[src/rtl/regfile_read_port.sv]
// Register file with a handshaked dual read port: requests are accepted into a
// one-entry output buffer, with write-to-read bypass and a hardwired-zero r0.
module regfile_read_port #(
    parameter int WIDTH  = 32,
    parameter int ADDR_W = 5
) (
    input  logic              clk,
    input  logic              reset,
    input  logic              wrenable,
    input  logic [ADDR_W-1:0] writeaddr,
    input  logic [WIDTH-1:0]  writedata,
    input  logic              req_valid,
    output logic              req_ready,
    input  logic [ADDR_W-1:0] readaddr1,
    input  logic [ADDR_W-1:0] readaddr2,
    output logic              resp_valid,
    input  logic              resp_ready,
    output logic [WIDTH-1:0]  readdata1,
    output logic [WIDTH-1:0]  readdata2
);

    localparam int DEPTH = 1 << ADDR_W;

    typedef enum logic {
        EMPTY = 1'b0,
        FULL  = 1'b1
    } state_t;

    state_t           r_state;
    logic [WIDTH-1:0] r_regs [DEPTH];
    logic [WIDTH-1:0] r_readData1;
    logic [WIDTH-1:0] r_readData2;

    logic             w_accept;
    logic             w_writeEn;
    logic [WIDTH-1:0] w_readData1;
    logic [WIDTH-1:0] w_readData2;

    // Writes to r0 are dropped here so the array entry itself stays zero.
    assign w_writeEn = wrenable && (writeaddr != '0);

    assign req_ready  = (r_state == EMPTY) || resp_ready;
    assign w_accept   = req_valid && req_ready;
    assign resp_valid = (r_state == FULL);
    assign readdata1  = r_readData1;
    assign readdata2  = r_readData2;

    always_ff @(posedge clk) begin
        if (reset) begin
            for (int i = 0; i < DEPTH; i++) begin
                r_regs[i] <= '0;
            end
        end else if (w_writeEn) begin
            r_regs[writeaddr] <= writedata;
        end
    end

    // Both ports share the same selection rule, so equal indices give equal data.
    always_comb begin
        w_readData1 = r_regs[readaddr1];
        if (readaddr1 == '0) begin
            w_readData1 = '0;
        end else if (w_writeEn && (writeaddr == readaddr1)) begin
            w_readData1 = writedata;
        end
    end

    always_comb begin
        w_readData2 = r_regs[readaddr2];
        if (readaddr2 == '0) begin
            w_readData2 = '0;
        end else if (w_writeEn && (writeaddr == readaddr2)) begin
            w_readData2 = writedata;
        end
    end

    // Output data only loads on accept, so a stalled response is immune to writes.
    always_ff @(posedge clk) begin
        if (reset) begin
            r_state     <= EMPTY;
            r_readData1 <= '0;
            r_readData2 <= '0;
        end else begin
            case (r_state)
                EMPTY: begin
                    if (w_accept) begin
                        r_state     <= FULL;
                        r_readData1 <= w_readData1;
                        r_readData2 <= w_readData2;
                    end
                end
                FULL: begin
                    if (w_accept) begin
                        r_readData1 <= w_readData1;
                        r_readData2 <= w_readData2;
                    end else if (resp_ready) begin
                        r_state <= EMPTY;
                    end
                end
                default: begin
                    r_state <= EMPTY;
                end
            endcase
        end
    end

endmodule

[config.mk]
export PLATFORM = sky130hd
export DESIGN_NAME = regfile_read_port
export DESIGN_NICKNAME = d
export VERILOG_FILES = /design/src/rtl/regfile_read_port.sv
export SDC_FILE = /design/constraint.sdc
export NUM_CORES = 2
export LEC_CHECK = 0
export CORE_ASPECT_RATIO = 2
export CORE_MARGIN = 1.5
export CORE_UTILIZATION = 70
export CTS_BUF_LIST = sky130_fd_sc_hd__clkbuf_8
export DETAILED_ROUTE_END_ITERATION = 8
export PLACE_DENSITY = 0.93
export SYNTH_ARGS = -nofsm -noshare
export SYNTH_HDL_FRONTEND = slang
export SYNTH_SLANG_ARGS = --single-unit
[constraint.sdc]
create_clock -name clk -period 8.7 [get_ports clk]
set_clock_uncertainty 0.2 [all_clocks]
set_input_delay 1.305 -clock clk [delete_from_list [all_inputs] [get_ports clk]]
set_output_delay 1.305 -clock clk [all_outputs]
set_load 0.02 [all_outputs]
# Yosys cells after proc, flatten, opt, wreduce, memory -nomap -nowiden
# Memories as Yosys holds them, arrays and structs flattened.
# Cells that the tools add are included.
dict set report op_classes {
  eq_ne 2
  muxes 18
  n_bitwise 1
  reduce_logical 9
}
# operator n
set op_table {}
lappend op_table {{32-bit 2-to-1 mux} 7}
lappend op_table {{32-bit OR reduction} 1}
lappend op_table {{5-bit == test} 2}
lappend op_table {{5-bit logical NOT} 2}
lappend op_table {{1-bit 2-to-1 mux} 9}
lappend op_table {{5-bit 2-to-1 mux} 1}
lappend op_table {{5-bit nonzero test} 1}
lappend op_table {{1-bit logical AND} 4}
lappend op_table {{1-bit case mux with 2 select lines} 1}
lappend op_table {{1-bit logical OR} 1}
lappend op_table {{1-bit NOT} 1}
dict set report word_totals {
  regBits 65
  mem_bits_rw 1024
  out_inout_bits 66
  mem_count 1
}
# memory words word_bits read_ports rd_ports_with_merged_regs write_ports line_no
set memory_table {}
lappend memory_table {r_regs 32 32 2 0 32 30} ;# logic [WIDTH-1:0] r_regs [DEPTH];

# Longest topological paths before layout
dict set report depth {
  word_depth 7
  depth_mapped 9
  depth_no_buf 5
}

# Worst setup path before layout
# Ideal clock, no wire load.
dict set report synth_timing {
  kind {input to register}
  start {in writeaddr[2]}
  end {mem r_regs[12][0] (enable)}
  setup_ns 0.466
  arrival_ns 4.472
  setup_slack_ns 3.562
  path_stages 6
  n_path_buf 3
  path_cell_list {buf_2 > or3_1 > buf_2 > nand4bb_1 > clkbuf_1 > o21ai_0}
}
# element line_no
set synth_lines {}
lappend synth_lines {{start: declaration} 10} ;# input logic [ADDR_W-1:0] writeaddr,
lappend synth_lines {{end: declaration} 30}

# Worst setup path in the final report
dict set report layout_timing {
  start {in writeaddr[4]}
  end {reg r_readData1[31] (netlist: readdata1[31])}
}
dict set report layout_between {
  elab_chain_len 6
  word_cells_on_any_way 7
  cone_classes {eq/ne: 1; mux: 3; reduce/logical: 3}
}
# element line_no
set layout_rtl {}
lappend layout_rtl {{5-bit nonzero test} 40} ;# assign w_writeEn = wrenable && (writeaddr != '0);
lappend layout_rtl {{1-bit logical AND} 40}
lappend layout_rtl {{1-bit logical AND (*)} 63} ;# end else if (w_writeEn && (writeaddr == readaddr1)) begin
lappend layout_rtl {{32-bit 2-to-1 mux (*)} 63}
lappend layout_rtl {{32-bit 2-to-1 mux (*)} 61} ;# if (readaddr1 == '0) begin
lappend layout_rtl {{32-bit 2-to-1 mux (*)} {86, 93}}
lappend layout_rtl {{end signal: assignment} 88} ;# r_readData1 <= w_readData1;
lappend layout_rtl {{end signal: assignment} 94} ;# r_readData1 <= w_readData1;
lappend layout_rtl {{end: declaration} 31} ;# logic [WIDTH-1:0] r_readData1;
# Every way passes the cells marked *; elsewhere a longest branch is shown, timed or not. The select of a mux whose other input is x is not followed.
# A chain may end at the register's enable or synchronous reset.

==> out/metrics.cfg <==
[worst_setup_path]
cp_data_arrival_time_ns=5.28
crit_type=primary input to flip-flop
cp-end-kind=flip-flop
slowest_stage=nand2b_2
cp_max_fo=39
slowest_delay_ns=1.24
critPathLaunchType=primary input
crit_required_ns=9.14
crit_chain=clkdlybuf4s50_1, or3_1, o31ai_4, nor4_2, buf_4, nand2b_2, o41ai_1
critPathBufInv=2
r2r_cells=5
crit_family=simple AND/OR/NAND/NOR gates
crit_cells=7

[drt]
vias=39500
drc=3
first_iter_violations=7638
drt_pass1_iterations=9
ant_nets=0
viasPerCell=8.23
routed_wl_um=185000
wl_per_cell_um=38.5

[timing]
layout_setup_ws_ns=3.86
clock.fmax_ghz=0.207
finalHoldViolCount=0
worst_slew_margin_rel_pct=2.32
setup_viol=0
drv_slew=0
hold_slack_ns=0.291
fin_crit_sh_pct=55.7
finalCriticalPeriod_ns=4.84
worst_slew_pin_slew_ns=1.47
setup_tns_ns=0
grt_setup_unrepaired=false

[logic_synthesis]
async_reset_ff_share_pct=0
avgSynthCellArea_um2=15.3
synthFlopType=edfxtp_1
synth-seq-cells=1089
syn-instance-count=3681
synth_area_um2=56300
synth_cell_types=49
yosysTopAreaCell=edfxtp_1
yosysWarnings=0
synth_top_area_share_pct=54.6
synth_seq_area_share_pct=56.9
synth_area_leaders=edfxtp_1, mux4_2, and2_1
synth_edf_count=1024

[cells_and_area]
final_layout_size_suffix_gt1_share_pct=24.1
final_cells=4803
layout.nets=3685
syn_to_final_growth_pct=8.81
final_cell_area_um2=61300

[floorplan]
die_area_um2=82300
core_um2=80000
rows=147
num_io_pins=118
dieWidth_um=204
start_util_pct=70.4
die_h_um=404

[global_route]
antenna_found_initial=14
grt_pass1_wl_um=264000
grtUsageTotal_pct=45.9
grt_pass1_vias=40100
grt-ovfl-total=0
grt_start_max_net_pins=113

[status]
status=finished, violations left
violations=DRC

[placed_design]
port_buffers=117
dpl-instance-area_um2=58400
dpl.cell_count=4528
place_congestion=0.899
preCtsSetupSlack_ns=3.35
hpwl_um=104000

[hold_path]
hold_class=flip-flop to flip-flop
worstHoldPathCells=2

[power]
p_per_area_nw_per_um2=188
vdd_drop_max_mv=0.131
leakage_nw=20.6

[cts]
htree_levels=4
cts_resized=0
cts_tree=yes
cts_buffer_depth=3
hold_buffers=0
clkSinkCount=1089
root_buffer=clkbuf_8
cts_inserted_buffers=146
path_clk_slew_ns=0.07
clock_latency_ns=0.86
post_cts_buffers=0

[flow_run]
cap_viol_max_count=0

## flip-flops by register name, indices dropped and copies added (netlist names)
name	count
resp_valid	1
readdata2	32
readdata1	32
r_regs	1024
## cell usage after synthesis, types with 8 or more instances
cell type  count
and3_1        31
mux2_2        14
o41ai_2       19
nand3_1       13
a211oi_1      87
nor2b_1       92
buf_1         15
o22a_1        31
nor4_1        34
a32oi_1       32
and2_1       994
nor2_1        37
buf_2         70
xnor2_1        8
o22ai_1       26
o221ai_1      32
clkbuf_1     327
edfxtp_1    1024
o21ai_0       39
nand2_1       19
dfxtp_1       65
mux4_2       505
a221o_1       31
mux2i_1       15
a22oi_1       57
## per-layer routing
metal,global-route usage (%),up-vias,share of wire [%]
met5,1.09,-,0.12
met1,52.5,18800,27
met2,69.1,4810,46
met3,16.8,1610,17
met4,37.3,20,10
li1,-,14300,-
## stage by stage
step | power (mW) | util [%]
after floorplan | 7.14 | -
after CTS | 11.4 | 76.6
after global routing | 11.7 | 76.6
final | 11.5 | 76.6
after detailed placement | 7.69 | 73.0
after global placement | 7.61 | 73.0
## worst paths after layout
path | endpoint | startpoint | slack (ns)
max reg2reg | readdata2[8] | r_regs[25][8] | 5.88
min | readdata1[3] | readdata1[3] | 0.29
min reg2reg | readdata1[3] | readdata1[3] | 0.29
max | readdata1[31] | writeaddr[4] | 3.86
## cell type report
cell class / count / area (µm²)
Fill cell: 4051 / 18700
Tap cell: 1043 / 1310
Clock buffer: 170 / 2340
Inverter: 2 / 7.51
Timing Repair Buffer: 191 / 1760
Clock inverter: 97 / 484
Multi-Input combinational cell: 2203 / 23300
Sequential cell: 1089 / 32100
Antenna cell: 8 / 20.0
## power by group
| part | internal, mW | leakage, nW | total [mW] | switching, mW |
|---|---|---|---|---|
| Combinational | 0.605 | 8.65 | 1.44 | 0.836 |
| Clock | 1.87 | 1.67 | 3.87 | 2.00 |
| Sequential | 6.03 | 10.3 | 6.23 | 0.203 |
## cells by family after synthesis
group | after synthesis | share of synthesized area, %
xor+xnor | 10 | 0.156
buf+inv | 420 | 3.02
simple gates | 1250 | 13.7
mux | 534 | 20.7
compound gates | 377 | 5.49
other cells | 1 | 0.00666
flops | 1089 | 56.9
## worst min-delay path, stage by stage, from the launching register on
cell and delay (ns):
dfxtp_1 0.34, a32oi_1 0.07, o41ai_1 0.06
## cell usage in the layout (no fill, tap or decap), types with 15 or more instances in the layout
master / instances
a32oi_1: 32
o21ai_4: 31
edfxtp_1: 1024
buf_4: 74
mux4_2: 505
clkinv_1: 16
o22a_1: 31
clkbuf_8: 170
conb_1: 32
nand2_1: 17
o221ai_1: 32
nor2b_1: 90
a211oi_1: 87
nor2_4: 26
mux2i_1: 15
and2_1: 993
o41ai_2: 19
nor4_1: 32
dfxtp_1: 65
inv_1: 54
clkdlybuf4s50_1: 109
a221o_1: 31
and3_1: 31
clkinv_2: 22
a22oi_1: 57
o22ai_1: 26
(Power assumes the default switching activity.)
